File: src/rtl/seven_seg_capture.sv
// seven_seg_capture
//   Receive side of a four-digit multiplexed seven-segment display. Samples the
//   segment lines and active-low digit enables, and waits for each pattern to
//   stay stable. It then decodes the pattern to a hex value and stores it in the
//   register of the enabled digit. A one-cycle pulse flags each completed
//   four-digit frame.
//
// Ports
//   clk, rst                  clock, synchronous active-high reset
//   a..g                      segment lines (async to clk)
//   n3..n0                    active-low digit enables (async to clk)
//   digit0..digit3 [3:0]      last captured value for enable n0..n3
//   digit_valid [3:0]         bit i set once digit i captured since reset
//   frame_done                one-cycle pulse per completed four-digit frame
//   err                       sticky: illegal pattern or multiple enables low
module seven_seg_capture #(
    parameter int STABLE_CYCLES  = 4,
    parameter bit SEG_ACTIVE_LOW = 1'b1
) (
    input  logic       clk,
    input  logic       rst,
    input  logic       a,
    input  logic       b,
    input  logic       c,
    input  logic       d,
    input  logic       e,
    input  logic       f,
    input  logic       g,
    input  logic       n3,
    input  logic       n2,
    input  logic       n1,
    input  logic       n0,
    output logic [3:0] digit0,
    output logic [3:0] digit1,
    output logic [3:0] digit2,
    output logic [3:0] digit3,
    output logic [3:0] digit_valid,
    output logic       frame_done,
    output logic       err
);

    localparam int CW = $clog2(STABLE_CYCLES);
    localparam logic [CW-1:0] CNT_MAX  = CW'(STABLE_CYCLES - 1);
    // The edge that sees the Nth identical sample has cnt == N-2. The first
    // sample of a new pattern is the one that resets cnt.
    localparam logic [CW-1:0] CNT_FIRE = CW'(STABLE_CYCLES - 2);

    // {legal, value} for a lit-high abcdefg pattern
    function automatic logic [4:0] decode(input logic [6:0] s);
        case (s)
            7'b1111110: decode = {1'b1, 4'h0};
            7'b0110000: decode = {1'b1, 4'h1};
            7'b1101101: decode = {1'b1, 4'h2};
            7'b1111001: decode = {1'b1, 4'h3};
            7'b0110011: decode = {1'b1, 4'h4};
            7'b1011011: decode = {1'b1, 4'h5};
            7'b1011111: decode = {1'b1, 4'h6};
            7'b1110000: decode = {1'b1, 4'h7};
            7'b1111111: decode = {1'b1, 4'h8};
            7'b1111011: decode = {1'b1, 4'h9};
            7'b1110111: decode = {1'b1, 4'hA};
            7'b0011111: decode = {1'b1, 4'hB};
            7'b1001110: decode = {1'b1, 4'hC};
            7'b0111101: decode = {1'b1, 4'hD};
            7'b1001111: decode = {1'b1, 4'hE};
            7'b1000111: decode = {1'b1, 4'hF};
            default:    decode = 5'b0;
        endcase
    endfunction

    logic [10:0]       sync1_q, sync1_d, sync2_q, sync2_d, prev_q, prev_d;
    logic [1:0]        svld_q, svld_d;
    logic [CW-1:0]     cnt_q, cnt_d;
    logic              accepted_q, accepted_d;
    logic [3:0][3:0]   digit_q, digit_d;
    logic [3:0]        dvalid_q, dvalid_d, seen_q, seen_d;
    logic              frame_q, frame_d, err_q, err_d;

    logic [6:0]        seg;
    logic [3:0]        en;
    logic [4:0]        dec;
    logic              same, stable_ev, one_hot;

    always_comb begin
        sync1_d    = {a, b, c, d, e, f, g, n3, n2, n1, n0};
        sync2_d    = sync1_q;
        // Marks when the synchronizer holds real input rather than reset zeros,
        // so the flushed all-zero sample can never be mistaken for a pattern.
        svld_d     = {svld_q[0], 1'b1};
        prev_d     = sync2_q;

        seg        = SEG_ACTIVE_LOW ? ~sync2_q[10:4] : sync2_q[10:4];
        en         = ~sync2_q[3:0];
        dec        = decode(seg);
        one_hot    = (en != 4'b0) && ((en & (en - 4'd1)) == 4'b0);

        same       = svld_q[1] && (sync2_q == prev_q);
        stable_ev  = same && (cnt_q == CNT_FIRE) && !accepted_q;

        cnt_d      = cnt_q;
        accepted_d = accepted_q;
        if (!same) begin
            cnt_d      = '0;
            accepted_d = 1'b0;
        end else if (cnt_q != CNT_MAX) begin
            cnt_d      = cnt_q + 1'b1;
        end
        if (stable_ev) accepted_d = 1'b1;

        digit_d    = digit_q;
        dvalid_d   = dvalid_q;
        err_d      = err_q;
        frame_d    = (seen_q == 4'hF);
        // Clear happens first so a capture on the same edge survives.
        seen_d     = (seen_q == 4'hF) ? 4'h0 : seen_q;

        if (stable_ev && en != 4'b0) begin
            if (!one_hot || !dec[4]) begin
                err_d = 1'b1;
            end else begin
                for (int i = 0; i < 4; i++) begin
                    if (en[i]) begin
                        digit_d[i]  = dec[3:0];
                        dvalid_d[i] = 1'b1;
                        seen_d[i]   = 1'b1;
                    end
                end
            end
        end
    end

    always_ff @(posedge clk) begin
        if (rst) begin
            sync1_q    <= '0;
            sync2_q    <= '0;
            svld_q     <= '0;
            prev_q     <= '0;
            cnt_q      <= '0;
            accepted_q <= 1'b0;
            digit_q    <= '0;
            dvalid_q   <= '0;
            seen_q     <= '0;
            frame_q    <= 1'b0;
            err_q      <= 1'b0;
        end else begin
            sync1_q    <= sync1_d;
            sync2_q    <= sync2_d;
            svld_q     <= svld_d;
            prev_q     <= prev_d;
            cnt_q      <= cnt_d;
            accepted_q <= accepted_d;
            digit_q    <= digit_d;
            dvalid_q   <= dvalid_d;
            seen_q     <= seen_d;
            frame_q    <= frame_d;
            err_q      <= err_d;
        end
    end

    assign digit0      = digit_q[0];
    assign digit1      = digit_q[1];
    assign digit2      = digit_q[2];
    assign digit3      = digit_q[3];
    assign digit_valid = dvalid_q;
    assign frame_done  = frame_q;
    assign err         = err_q;

endmodule

File: config.mk
export PLATFORM = sky130hd
export DESIGN_NAME = seven_seg_capture
export DESIGN_NICKNAME = d
export VERILOG_FILES = /design/src/rtl/seven_seg_capture.sv
export SDC_FILE = /design/constraint.sdc
export NUM_CORES = 1
export LEC_CHECK = 0
export CAP_MARGIN = 20
export CORE_MARGIN = 2
export CORE_UTILIZATION = 30
export DETAILED_ROUTE_END_ITERATION = 6
export GPL_TIMING_DRIVEN = 0
export SYNTH_ARGS = -nofsm -noshare
export SYNTH_HDL_FRONTEND = slang
export SYNTH_SLANG_ARGS = --single-unit
File: constraint.sdc
create_clock -name clk -period 5 [get_ports clk]
set_input_delay 1 -clock clk [delete_from_list [all_inputs] [get_ports clk]]
set_output_delay 1 -clock clk [all_outputs]
set_load 0.01 [all_outputs]
==> results by group, run 1 <==
Place
  – PortBufs: 34
  – GP Congestion: 0.826
  – DP Wirelength: 3970 µm

Min path
  – Worst Hold Class: reg -> reg
  – Hold Startpoint: sync1_q[0]

Setup path
  – Worst setup SP type: flop
  – Worst Path Class, Setup: reg -> reg
  – Crit. End Element: flop
  – CP required: 5.24 ns
  – Worst R2R Setup Slack: about 2.6 ns
  – CP Cell Sequence: buf_6, xnor2_4, nand4_1, nor4_4, o311ai_2, mux2_2
  – Crit path from: prev_d[8]
  – Slowest CP cell: nor4_4
  – R2r startpoint: prev_d[8]
  – CP Data Arrival Time: 2.64 ns
  – Max Fanout on Critical Path: 10
  – Crit-path max cell delay: 0.56 ns

Logic synthesis
  – EDFF count, synth: 0
  – Synth Net Count: roughly 280
  – Async S/R FF share, synth: 0
  – Syn Inst Count: 268
  – Synth unique cells: 49
  – Warnings, synthesis: 0
  – Seq/Total Area, Yosys: 0.464
  – Register bit total from synthesis: 64
  – Cell Area, Synth: 2760 µm²
  – Syn_area_per_cell: around 10 µm²
  – Synth Flop Type: dfxtp_1

Die
  – Die Wd: ~100 µm
  – Initial Utilization: 0.305
  – I/O pin total: 35
  – Die H: 99.9 µm
  – Die area: roughly 10000 µm²
  – Rows: 35
  – Core Footprint: a little over 9000 µm²

Flow run
  – Max_cap viols: 0

Outcome
  – Outcome: complete, no violations

Timing
  – Slew HR: 0.555
  – RSZ-0062 raised after global routing: no
  – Setup TNS Final: 0 ns
  – Worst-Margin Slew: 0.667 ns
  – F_max: between 0.4 and 0.5 GHz
  – Finish-stage setup viols: 0
  – Final Hold Violating Endpoints: 0
  – Crit path time final: 2.40 ns
  – Final worst path period share: 0.480
  – Setup Skew: around 0.011 ns
  – Max-slew violation count: 0

Cells and area
  – Layout cells sized above 1: 0.148
  – Nets: 328
  – Antenna Cells: 0
  – Syn-to-layout area delta: 24.4%
  – Most frequent cells in the layout: dfxtp_1, nor2b_1, clkdlybuf4s50_1
  – Most common cell after layout, fill and taps aside: dfxtp_1

Route
  – Drc violations: 0
  – WL final: 5420 µm
  – DRT antenna net count: 0
  – DRT Pass-1 Iters: 4
  – Avg Vias per Cell: 4.69
  – Vias: 2,013
  – Initial drt markers: 64
  – Routed length per placed instance: 12.6 µm

Clock network
  – Hold_buf cts: 0
  – Clock sinks: 64
  – Post-CTS sizing: 0
  – Num CTS Buffers: 9
  – Clk buf depth: 2
  – CTS tree: yes
  – Post-CTS Setup Bufs: 0
  – Clock root cell: clkbuf_8
  – Clk slew on worst S/H paths: 0.08 ns
  – Clk_lat worst skew: 0.34 ns
  – H-tree depth: 3

Global route
  – Grt total ovfl: 0
  – First-pass GRT wire length: 8850 µm
  – Vias in the first global route: 1,883
  – GRT Resource Usage Total: 0.115
  – Largest net degree at the start of global routing: 13
  – Initial antenna violation count: 0

Pwr
  – Design Power: 1050 µW
  – P_leak: about 0.0013 µW
  – PwrDens: 306 nW/µm²
  – Worst IR Drop VDD: 0.000164 V
-- final cells by class --
class / count / area [µm²]
Sequential cell: 64 / 1280
Clock inverter: 7 / 71.3
Clock buffer: 9 / 124
Buffer: 17 / 114
Inverter: 13 / 48.8
Multi-Input combinational cell: 174 / 1320
Timing Repair Buffer: 34 / 340
Tap cell: 111 / 139
Fill cell: 892 / 5630
-- stage by stage --
step	worst slack (ns)	hold WS [ns]	instances	instance area [µm²]	util
2_1_floorplan	2.91	0.414	268	2760	-
3_3_place_gp	2.41	0.418	413	3240	0.357
3_5_place_dp	2.38	0.422	413	3240	0.357
4_1_cts	2.55	0.433	429	3440	0.379
5_1_grt	2.44	0.449	429	3440	0.379
6_report	2.60	0.433	429	3440	0.379
-- path summary, 6_finish.rpt --
check | endpoint | cells after the start
worst max-delay path | digit1[3] | 6
worst min-delay path | prev_d[0] | 1
worst max register to register | digit1[3] | 6
worst min register to register | prev_d[0] | 1
-- synth_stat cells, types with 5 or more instances --
cell      number  share of area
inv_1         13          0.018
nand4_1        9          0.020
nor2_1         9          0.012
nand2_1       17          0.023
clkbuf_1       5         0.0068
xnor2_1       12          0.038
nor2b_1       37          0.084
nor3b_1        7          0.019
mux2i_1        8          0.029
dfxtp_1       64           0.46
a21oi_1       16          0.029
-- critical path: cells and delay by family (launching register included) --
kind                      cells  cell delay, ns
DFF                           1            0.51
AOI/OAI and AO/OA             1            0.35
xor gates and xnor gates      1            0.14
buffers and inverters         1            0.23
muxes                         1            0.35
and+or+nand+nor               2            0.73
-- state kept, by name, summed over array words and instances (netlist names) --
signal,cells
prev_d,11
prev_q,11
sync1_q,11
digit0,4
digit1,4
digit2,4
digit3,4
digit_valid,4
seen_q,4
cnt_q,2
svld_q,2
accepted_q,1
err,1
frame_done,1
-- per-layer routing --
metal	share of wire	up-vias	global-route usage	routed length (µm)
met5	0	-	0	0
met4	0.012	0	0.0348	64
met3	0.042	8	0.0508	225
met2	0.48	34	0.187	2600
met1	0.47	958	0.138	2530
li1	-	1013	-	-
-- logic make-up after synthesis --
logic type | synth area share
AO/OA/AOI/OAI | 0.134
XOR/XNOR | 0.0575
adder cells (fa/ha/maj) | 0.00906
buffers and inverters | 0.0589
flip-flops | 0.464
multiplexers | 0.0453
AND/OR/NAND/NOR | 0.232
-- power by group --
part / leakage (µW) / internal (µW) / total [µW] / switching (µW)
Clock: 0.0000916 / 230 / 439 / 209
Combinational: 0.000649 / 38.5 / 83.1 / 44.7
Sequential: 0.000522 / 521 / 528 / 6.61
Total: 0.00126 / 789 / 1050 / 261
No activity file was read; power rests on OpenSTA's default activity.
==> inputs of run 2 (changes only) <==
==> constraint.sdc (replaced) <==
create_clock -name clk -period 2.3 [get_ports clk]
set_input_delay 0.46 -clock clk [delete_from_list [all_inputs] [get_ports clk]]
set_output_delay 0.46 -clock clk [all_outputs]
set_load 0.01 [all_outputs]
==> run 2 against run 1 <==
  * Routed wire length is 1.4% higher
  * Flip-flop and latch count did not move
  * Sequential share of layout area fell by 0.94 points
  * Total power up 120%
  * Global-route usage shrank 0.088 points
  * Cell count rose by 1.2%
  * Clock-buffer cell count unchanged
  * Design area rose by 2.9%
  * Register-to-register slack got worse by 2.5 ns
  * Setup slack worse by 2.5 ns
  * Critical path type unchanged
  * Critical endpoint is now digit3[3]
  * Largest power group unchanged
==> results by group, run 2 (synthesis gave the netlist of run 1 again) <==
Outcome
  – Outcome: complete, no violations

Setup path
  – Max Fanout on Critical Path: 10 (unchanged)
  – R2R cell count: 7 (+1)
  – Worst R2R Setup Slack: 0.1 ns (-2.50 ns)
  – R2r startpoint: prev_d[5]
  – CP Data Arrival Time: 2.44 ns (-0.20 ns)
  – Reg2reg end: digit3[3]
  – Worst setup SP type: flop
  – Crit. End Element: flop
  – Worst Path Class, Setup: reg -> reg
  – CP required: 2.53 ns (-2.71 ns)

Flow run
  – Max_cap viols: 0 (unchanged)

Timing
  – Crit path time final: 2.20 ns (-0.196 ns)
  – Final Hold Violating Endpoints: 0 (unchanged)
  – Max-slew violation count: 0 (unchanged)
  – Finish-stage setup viols: 0 (unchanged)
  – Slew HR: 0.563 (+0.00846)
  – F_max: 0.454 GHz (+8.9%)
  – Worst-Margin Slew: 0.650 ns (-0.0165 ns)
  – Setup Skew: 0.00972 ns (-0.00129 ns)
  – Final worst path period share: 0.959 (+0.478)

Global route
  – Initial antenna violation count: 0 (unchanged)
  – Largest net degree at the start of global routing: 13 (unchanged)
  – Vias in the first global route: 1,889 (+0.32%)
  – GRT Resource Usage Total: 0.114 (-0.000881)
  – Grt total ovfl: 0 (unchanged)
  – First-pass GRT wire length: 8780 µm (-0.70%)

Pwr
  – PwrDens: 650 nW/µm² (+110%)
  – Worst IR Drop VDD: 0.000362 V (+120%)
  – P_leak: 0.00129 µW (+2.6%)
  – Design Power: 2300 µW (+120%)

Cells and area
  – Filler cells: 881 (-1.2%)
  – Post-Layout Cell Count: 434 (+1.2%)
  – Syn-to-layout area delta: 28.0%
  – Most frequent cells in the layout: dfxtp_1, nor2b_1, clkdlybuf4s50_1
  – Nets: 333 (+1.5%)
  – Antenna Cells: 0 (unchanged)
  – Layout cells sized above 1: 0.183 (+0.0349)
  – Most common cell after layout, fill and taps aside: dfxtp_1

Route
  – WL final: 5490 µm (+1.4%)
  – Avg Vias per Cell: 4.68 (-0.17%)
  – Routed length per placed instance: 12.7 µm (+0.20%)
  – Vias: 2,033 (+0.99%)
  – DRT antenna net count: 0 (unchanged)
  – Initial drt markers: 59 (-7.8%)
  – Drc violations: 0 (unchanged)
  – DRT Pass-1 Iters: 4 (unchanged)

Clock network
  – Clk slew on worst S/H paths: 0.07 ns (about the same)
  – Clock sinks: 64 (unchanged)
  – Clock root cell: clkbuf_8
  – CTS tree: yes
  – Clk buf depth: 2 (unchanged)
  – Hold_buf cts: 0 (unchanged)
  – H-tree depth: 3 (unchanged)
  – Clk_lat worst skew: 0.35 ns (about the same)
  – Num CTS Buffers: 9 (unchanged)

Min path
  – Hold worst-path end: prev_d[0]
  – Hold Crit Depth: 1 (unchanged)
  – Hold Startpoint: sync1_q[0]
  – Worst Hold Class: reg -> reg

Die
  – Rows: 35 (unchanged)
  – Die Wd: 99.9 µm (unchanged)
  – I/O pin total: 35 (unchanged)
  – Initial Utilization: 0.305 (unchanged)
  – Die area: 9990 µm² (unchanged)
  – Core Footprint: 9060 µm² (unchanged)
  – Die H: 99.9 µm (unchanged)

Place
  – GP Congestion: 0.826 (unchanged)
  – DP Wirelength: 3970 µm (unchanged)
  – Inst Count DP: 413 (unchanged)
  – PortBufs: 34 (unchanged)
run 2: cell count changes in the layout (fill, tap and decap cells not counted), moves of 2 or more:
| cell | delta |
|---|---|
| buf_4 | +4 |
| dfxtp_1 | -3 |
| dfxtp_2 | +3 |
| o311ai_2 | -2 |
| o311ai_4 | +2 |
run 2: where the power goes:
group          total [µW]  leakage [µW]  switching [µW]  internal (µW)
Clock                 955     0.0000916             456            499
Sequential           1150      0.000523            14.8           1130
Combinational         196      0.000680             102           93.6
run 2: metal layers:
layer	track usage	part of all wire	vias up
met5	0	0	-
met4	0.0348	0.0075	0
met3	0.0508	0.043	7
met2	0.187	0.49	38
met1	0.136	0.46	964
li1	-	-	1024
run 2: cell type report:
class	count	area (µm²)	share of cell area
multi-input cells	174	1360	0.385
clock buffers	9	124	0.0350
repair buffers	39	390	0.110
flip-flops and latches	64	1280	0.364
inverters	13	48.8	0.0138
clock inverters	7	71.3	0.0202
well taps	111	139	0.0393
plain buffers	17	116	0.0329
run 2: worst max path at each step:
stage / startpoint / endpoint / cells past startpoint
2_1_floorplan: prev_d[8] / digit1[3] / 6
3_3_place_gp: prev_d[8] / digit2[3] / 6
3_5_place_dp: prev_d[8] / digit2[3] / 6
4_1_cts: prev_d[9] / digit0[3] / 7
5_1_grt: prev_d[9] / digit0[2] / 8
6_report: prev_d[5] / digit3[3] / 7
run 2: what timing repair did:
item,CTS,global route
resized for setup,2,8
setup buffers,1,4
pin swaps,1,3
setup endpoints to repair,9,8
run 2: critical path, cell delays in order, from the launching register on:
cell      delay (ns)
dfxtp_1         0.33
buf_2           0.19
nor3b_1         0.16
o211ai_2        0.20
o311ai_4        0.15
buf_12          0.17
o311ai_4        0.50
mux2_2          0.39
run 2: metrics by stage:
stage / util / setup slack, ns / hold slack (ns) / cell area, µm² / TNS (ns)
after floorplan: - / 0.212 / 0.414 / 2760 / 0
after global placement: 0.357 / -0.0512 / 0.418 / 3240 / -0.0952
after detailed placement: 0.357 / -0.128 / 0.422 / 3240 / -0.528
after CTS: 0.382 / 0.0302 / 0.433 / 3460 / 0
after global routing: 0.390 / -0.00725 / 0.449 / 3530 / -0.00725
final: 0.390 / 0.0954 / 0.431 / 3530 / 0
==> inputs of run 3 (changes only) <==
--- a/config.mk
+++ b/config.mk
@@ -8,6 +8,7 @@
 export CAP_MARGIN = 20
 export CORE_MARGIN = 2
 export CORE_UTILIZATION = 30
+export CTS_CLUSTER_SIZE = 30
 export DETAILED_ROUTE_END_ITERATION = 6
 export GPL_TIMING_DRIVEN = 0
 export SYNTH_ARGS = -nofsm -noshare
==> results of run 3 <==
The final DEF is identical to that of run 2; final timing and power are the same.
